**src/rtl/program_loader_pkg.sv**
```systemverilog
// Shared types and constants for the program loader front end.
package program_loader_pkg;

    // Loader sequencing states
    typedef enum logic [2:0] {
        RUN,
        ARMED,
        WRITE,
        RELEASE,
        FULL
    } state_e;

    // Flops in each raw-input synchronizer chain
    localparam int unsigned SYNC_STAGES = 2;

endpackage

```
**src/rtl/program_loader_if.sv**
```systemverilog
// Program-memory write bus driven by the loader.
interface program_loader_if #(
    parameter int unsigned ADDR_W = 5
);
    logic              mem_we;
    logic [ADDR_W-1:0] mem_addr;
    logic [7:0]        mem_wdata;

    modport master (output mem_we, mem_addr, mem_wdata);
    modport slave  (input  mem_we, mem_addr, mem_wdata);
endinterface

```
**src/rtl/program_loader_debouncer.sv**
```systemverilog
// Synchronizer plus stability counter for one raw board input.
// level_o is the accepted level; edge_o pulses for one cycle when it changes.
module button_debouncer
    import program_loader_pkg::*;
#(
    parameter int unsigned DEBOUNCE_CYCLES = 16,
    parameter logic        RESET_LEVEL     = 1'b1
) (
    input  logic clk_i,
    input  logic rst_n_i,
    input  logic raw_i,
    output logic level_o,
    output logic edge_o
);

    localparam int unsigned      CNT_W = $clog2(DEBOUNCE_CYCLES + 1);
    localparam logic [CNT_W-1:0] LAST  = CNT_W'(DEBOUNCE_CYCLES - 1);

    logic [SYNC_STAGES-1:0] sync_q, sync_d;
    logic [CNT_W-1:0]       cnt_q, cnt_d;
    logic                   level_q, level_d;
    logic                   edge_q, edge_d;
    logic                   sample;

    assign sample  = sync_q[SYNC_STAGES-1];
    assign level_o = level_q;
    assign edge_o  = edge_q;

    // Shift the raw input in and count consecutive samples that disagree with the accepted level
    always_comb begin
        sync_d  = {sync_q[SYNC_STAGES-2:0], raw_i};
        cnt_d   = cnt_q;
        level_d = level_q;
        edge_d  = 1'b0;
        if (sample != level_q) begin
            if (cnt_q == LAST) begin
                level_d = sample;
                cnt_d   = '0;
                edge_d  = 1'b1;
            end else begin
                cnt_d = cnt_q + CNT_W'(1);
            end
        end else begin
            cnt_d = '0;
        end
    end

    // Debouncer state registers
    always_ff @(posedge clk_i or negedge rst_n_i) begin
        if (!rst_n_i) begin
            sync_q  <= {SYNC_STAGES{RESET_LEVEL}};
            cnt_q   <= '0;
            level_q <= RESET_LEVEL;
            edge_q  <= 1'b0;
        end else begin
            sync_q  <= sync_d;
            cnt_q   <= cnt_d;
            level_q <= level_d;
            edge_q  <= edge_d;
        end
    end

endmodule

```
**src/rtl/program_loader.sv**
```systemverilog
// Captures switch bytes on debounced button presses and writes them to
// sequential program-memory addresses while in program mode.
module program_loader
    import program_loader_pkg::*;
#(
    parameter int unsigned ADDR_W          = 5,
    parameter int unsigned DEBOUNCE_CYCLES = 16
) (
    input  logic                  clock,
    input  logic                  reset_N,
    input  logic                  mode,
    input  logic                  program_clock,
    input  logic [7:0]            io_in,
    program_loader_if.master      mem,
    output logic [ADDR_W:0]       load_count,
    output logic                  full,
    output logic                  loading,
    output logic                  run_start
);

    logic btn_lvl, btn_edge;
    logic mode_lvl, mode_edge;

    state_e            state_q, state_d;
    logic [ADDR_W-1:0] addr_q, addr_d;
    logic [ADDR_W:0]   count_q, count_d;
    logic              full_q, full_d;
    logic [7:0]        data_q, data_d;

    button_debouncer #(
        .DEBOUNCE_CYCLES (DEBOUNCE_CYCLES),
        .RESET_LEVEL     (1'b1)
    ) u_btn_deb (
        .clk_i   (clock),
        .rst_n_i (reset_N),
        .raw_i   (program_clock),
        .level_o (btn_lvl),
        .edge_o  (btn_edge)
    );

    button_debouncer #(
        .DEBOUNCE_CYCLES (DEBOUNCE_CYCLES),
        .RESET_LEVEL     (1'b0)
    ) u_mode_deb (
        .clk_i   (clock),
        .rst_n_i (reset_N),
        .raw_i   (mode),
        .level_o (mode_lvl),
        .edge_o  (mode_edge)
    );

    // Next-state logic; leaving program mode follows the debounced mode level
    // rather than its edge, so a fall seen during WRITE is honoured one cycle later.
    always_comb begin
        state_d   = state_q;
        addr_d    = addr_q;
        count_d   = count_q;
        full_d    = full_q;
        data_d    = data_q;
        run_start = 1'b0;
        case (state_q)
            RUN: begin
                if (mode_edge && mode_lvl) begin
                    state_d = ARMED;
                    addr_d  = '0;
                    count_d = '0;
                    full_d  = 1'b0;
                end
            end
            ARMED: begin
                if (!mode_lvl) begin
                    state_d   = RUN;
                    run_start = 1'b1;
                end else if (btn_edge && !btn_lvl) begin
                    state_d = WRITE;
                    data_d  = io_in;
                end
            end
            WRITE: begin
                count_d = count_q + (ADDR_W+1)'(1);
                if (addr_q == '1) begin
                    state_d = FULL;
                    full_d  = 1'b1;
                end else begin
                    addr_d  = addr_q + ADDR_W'(1);
                    state_d = RELEASE;
                end
            end
            RELEASE: begin
                if (!mode_lvl) begin
                    state_d   = RUN;
                    run_start = 1'b1;
                end else if (btn_edge && btn_lvl) begin
                    state_d = ARMED;
                end
            end
            FULL: begin
                if (!mode_lvl) begin
                    state_d   = RUN;
                    run_start = 1'b1;
                end
            end
            default: state_d = RUN;
        endcase
    end

    // Loader state, address, count and capture registers
    always_ff @(posedge clock or negedge reset_N) begin
        if (!reset_N) begin
            state_q <= RUN;
            addr_q  <= '0;
            count_q <= '0;
            full_q  <= 1'b0;
            data_q  <= '0;
        end else begin
            state_q <= state_d;
            addr_q  <= addr_d;
            count_q <= count_d;
            full_q  <= full_d;
            data_q  <= data_d;
        end
    end

    assign mem.mem_we    = (state_q == WRITE);
    assign mem.mem_addr  = addr_q;
    assign mem.mem_wdata = data_q;
    assign load_count    = count_q;
    assign full          = full_q;
    assign loading       = (state_q != RUN);

endmodule

```
**src/flat_wrapper.sv**
```systemverilog
// flat-port wrapper written by rule: the top's interface ports become plain ports
module program_loader_flat import program_loader_pkg::*;
#(
    parameter int unsigned ADDR_W          = 5,
    parameter int unsigned DEBOUNCE_CYCLES = 16
)
  (clock, reset_N, mode, program_clock, io_in, load_count, full, loading, run_start, mem_mem_we, mem_mem_addr, mem_mem_wdata);
  program_loader_if #(.ADDR_W(ADDR_W)) mem_i ();
  input  logic clock;
  input  logic reset_N;
  input  logic mode;
  input  logic program_clock;
  input  logic [7:0] io_in;
  output logic [ADDR_W:0] load_count;
  output logic full;
  output logic loading;
  output logic run_start;
  output wire logic [$bits(mem_i.mem_we)-1:0] mem_mem_we;
  output wire logic [$bits(mem_i.mem_addr)-1:0] mem_mem_addr;
  output wire logic [$bits(mem_i.mem_wdata)-1:0] mem_mem_wdata;
  assign mem_mem_we = mem_i.mem_we;
  assign mem_mem_addr = mem_i.mem_addr;
  assign mem_mem_wdata = mem_i.mem_wdata;
  program_loader #(.ADDR_W(ADDR_W), .DEBOUNCE_CYCLES(DEBOUNCE_CYCLES)) u_core (.clock(clock), .reset_N(reset_N), .mode(mode), .program_clock(program_clock), .io_in(io_in), .mem(mem_i), .load_count(load_count), .full(full), .loading(loading), .run_start(run_start));
endmodule
```
**config.mk**
```make
export PLATFORM = sky130hd
export DESIGN_NAME = program_loader_flat
export DESIGN_NICKNAME = d
export VERILOG_FILES = /design/src/rtl/program_loader_pkg.sv /design/src/rtl/program_loader_if.sv /design/src/rtl/program_loader_debouncer.sv /design/src/rtl/program_loader.sv /design/src/flat_wrapper.sv
export SDC_FILE = /design/constraint.sdc
export NUM_CORES = 1
export LEC_CHECK = 0
export CORE_ASPECT_RATIO = 1.75
export CORE_UTILIZATION = 43
export CTS_CLUSTER_SIZE = 16
export DETAILED_ROUTE_END_ITERATION = 8
export PLACE_DENSITY = 0.76
export SLEW_MARGIN = 25
export SYNTH_ARGS = -nofsm -noshare
export SYNTH_HDL_FRONTEND = slang
export SYNTH_SLANG_ARGS = --single-unit
```
**constraint.sdc**
```tcl
create_clock -name clock -period 3.5 [get_ports clock]
set_input_delay 1.05 -clock clock [delete_from_list [all_inputs] [get_ports clock]]
set_output_delay 1.05 -clock clock [all_outputs]
set_load 0.05 [all_outputs]
```
==> run_results.csv <==
group,metric,value,unit
finish,final_common_cell,"dfrtp_1",
clock_tree,cts_setup_buffers,0,
sta,finalCriticalPeriod,3180,ps
clock_tree,cts_hold_buf,0,
die,io_pins,35,
global_route,overflow,0,
sta,setup_viol,0,
routing,finalWirelength,3580,um
clock_tree,cts_sinks,41,
clock_tree,cts_tree,"yes",
global_route,grt_max_degree,42,
yosys,syn_inst,162,
finish,finalNetCount,212,
routing,first_pass_iters,4,
finish,drive_above_1_share,14.8,%
pwr,vdd_ir_drop_max,392,uV
job,max_cap_viol_count,0,
hold_path,hold_class,"flop to flop",
place,place_ws,644,ps
sta,relSlewSlack,42.6,%
clock_tree,clockRootBuffer,"clkbuf_8",
sta,hold_violations,0,
die,std_cell_rows,31,
worst_setup_path,cp.arrival,2130,ps
worst_setup_path,crit_slowest_cell,"clkdlybuf4s50_1",
sta,tightest_slew,861,ps
place,gp_congestion,0.817,
clock_tree,htree_levels,2,
worst_setup_path,path_cells,"nor2b_1, a21oi_1, nor2_1, clkdlybuf4s50_1",
yosys,synth.yosys.warnings,0,
worst_setup_path,crit_path_max_incr_delay,820,ps
sta,rsz0062_at_grt,"false",
global_route,grt_pass1_vias,1363,
worst_setup_path,crit_fanout,13,
clock_tree,cts_buffer_depth,2,
sta,fin_ws,319,ps
sta,finalClockSkew,4.56,ps
worst_setup_path,start_kind,"flop",
yosys,synth_cell_types,38,
yosys,async_flop_share,100,%
routing,first_iter_violations,25,
clock_tree,cts_made_buffers,5,
global_route,grt_pass1_wl,5950,um
global_route,grt_use_total,17.6,%
clock_tree,insertion_delay,290,ps
global_route,antenna_found_initial,0,
clock_tree,cts.repair.resized,0,
finish,diodes,0,
place,numPortBuffers,34,
clock_tree,clk_pin_slew_worst_paths,80,ps
yosys,synth_edf_count,0,
worst_setup_path,required,2450,ps
sta,drv_slew,0,
finish,layout.cells.non_filler,245,
yosys,synth_flop_cell,"dfrtp_1",
finish,area_growth,25.6,%
pwr,p_total,0.954,mW
sta,max_freq,314,MHz
yosys,yosysSeqAreaShare,55.0,%
pwr,powerDensity,406,nW/um^2
yosys,syn_avg_cell_area,11.6,sq um
place,dp.cells,237,
finish,layout_common_cells,"dfrtp_1, clkdlybuf4s50_1, nor2_1, mux2_2, o21ai_0",
sta,finalCritPeriodShare,90.9,%
yosys,synth_nets,179,
die,die_area,4630,sq um
routing,detail_route.wl_per_cell,14.6,um
die,die_h,89.3,um
yosys,ys_ff_latch,41,
die,die_w,51.9,um
sta,tns,0,ps
die,fp.coreArea,4150,sq um
routing,dr_total_vias,1313,
outcome,status,"finished, final reports clean",
worst_setup_path,endpoint_kind,"primary output",
place,place_hpwl,2650,um
yosys,synthesis.area,1870,sq um
routing,drcViolationCount,0,
pwr,leakage,1.09,nW
routing,antenna_left,0,
routing,viasPerCell,5.36,
worst_setup_path,crit_type,"flop to primary output",
die,start_util,45.1,%
[per-layer routing]
metal	track usage (%)	routed length, um
met5	0	0
met4	5.90	46
met3	4.42	111
met2	32.4	2070
met1	19.1	1340
[where the power goes]
part	internal (mW)	switching [mW]	total, mW
registers	0.487	0.00841	0.495
clock network	0.232	0.162	0.394
logic	0.0277	0.0367	0.0645
[worst max-delay path: cells and delay by family, from the launching register on]
| kind | cells | cell delay (ps) |
|---|---|---|
| compound gates | 1 | 70 |
| flops | 1 | 570 |
| buf+inv | 1 | 820 |
| simple gates | 2 | 390 |
[final cells by class]
| cell class | count | area (sq um) |
|---|---|---|
| tap | 49 | 61.3 |
| fill | 371 | 1800 |
| multi-input combinational | 110 | 790 |
| clock inverter | 2 | 37.5 |
| timing repair buffer | 35 | 343 |
| clock buffer | 6 | 82.6 |
| inverter | 2 | 7.51 |
| sequential | 41 | 1030 |
[cells in the mapped netlist (all sizes together) (3+ instances only)]
| cell type | instances | share of area (%) |
|---|---|---|
| and3 | 4 | 1.3 |
| o21ai | 8 | 2.1 |
| dfrtp | 38 | 51 |
| xnor2 | 4 | 1.9 |
| ha | 5 | 3.3 |
| clkbuf | 5 | 1.0 |
| buf | 4 | 1.4 |
| mux2 | 13 | 7.8 |
| dfstp | 3 | 4.2 |
| a22o | 7 | 3.3 |
| nand2 | 5 | 1.0 |
| nand2b | 5 | 1.7 |
| nor2 | 13 | 2.6 |
| mux2i | 3 | 1.6 |
| or2 | 3 | 1.0 |
| nand3 | 6 | 1.6 |
| a21oi | 6 | 1.6 |
| xor2 | 5 | 2.3 |
| nor3 | 4 | 1.1 |
[cell families (layout without fill, tap and decap cells)]
logic type / after synthesis / in the layout / share of synthesized area (%)
and+or+nand+nor: 52 / 52 / 15.3
DFF: 41 / 41 / 55.0
AOI/OAI and AO/OA: 28 / 28 / 9.89
muxes: 16 / 16 / 9.43
buffers and inverters: 11 / 45 / 2.81
xor gates and xnor gates: 9 / 9 / 4.21
adders and majority gates: 5 / 5 / 3.34
[final timing paths]
check / start / end / slack (ps) / depth (start not counted)
max: u_core.state_q[0]$_DFFE_PN0P_ / run_start / 320 / 4
min: u_core.u_mode_deb.sync_q[0]$_DFF_PN0_ / u_core.u_mode_deb.sync_q[1]$_DFF_PN0_ / 360 / 0
max reg2reg: u_core.mem.mem_addr[0]$_DFFE_PN0P_ / u_core.mem.mem_addr[2]$_DFFE_PN0P_ / 1520 / 6
min reg2reg: u_core.u_mode_deb.sync_q[0]$_DFF_PN0_ / u_core.u_mode_deb.sync_q[1]$_DFF_PN0_ / 360 / 0
max in group asynchronous: reset_N / u_core.load_count[0]$_DFFE_PN0P_ / 2090 / 1
min in group asynchronous: reset_N / u_core.mem.mem_wdata[3]$_DFFE_PN0P_ / 860 / 1
[metrics by stage]
step | hold slack (ps) | instance area (sq um) | utilization, %
2_1_floorplan | 331 | 1870 | -
5_1_grt | 368 | 2350 | 56.6
3_5_place_dp | 340 | 2230 | 53.8
6_report | 356 | 2350 | 56.6
4_1_cts | 358 | 2350 | 56.6
3_3_place_gp | 334 | 2230 | 53.8
[sequential cells by signal, indices dropped and copies added (netlist names), 2 cells and up]
name / count
u_core.load_count: 6
u_core.u_btn_deb.cnt_q: 5
u_core.u_mode_deb.sync_q: 2
u_core.u_mode_deb.cnt_q: 5
u_core.state_q: 3
u_core.u_btn_deb.sync_q: 2
u_core.mem.mem_wdata: 8
u_core.mem.mem_addr: 5
(Power assumes the default switching activity.)
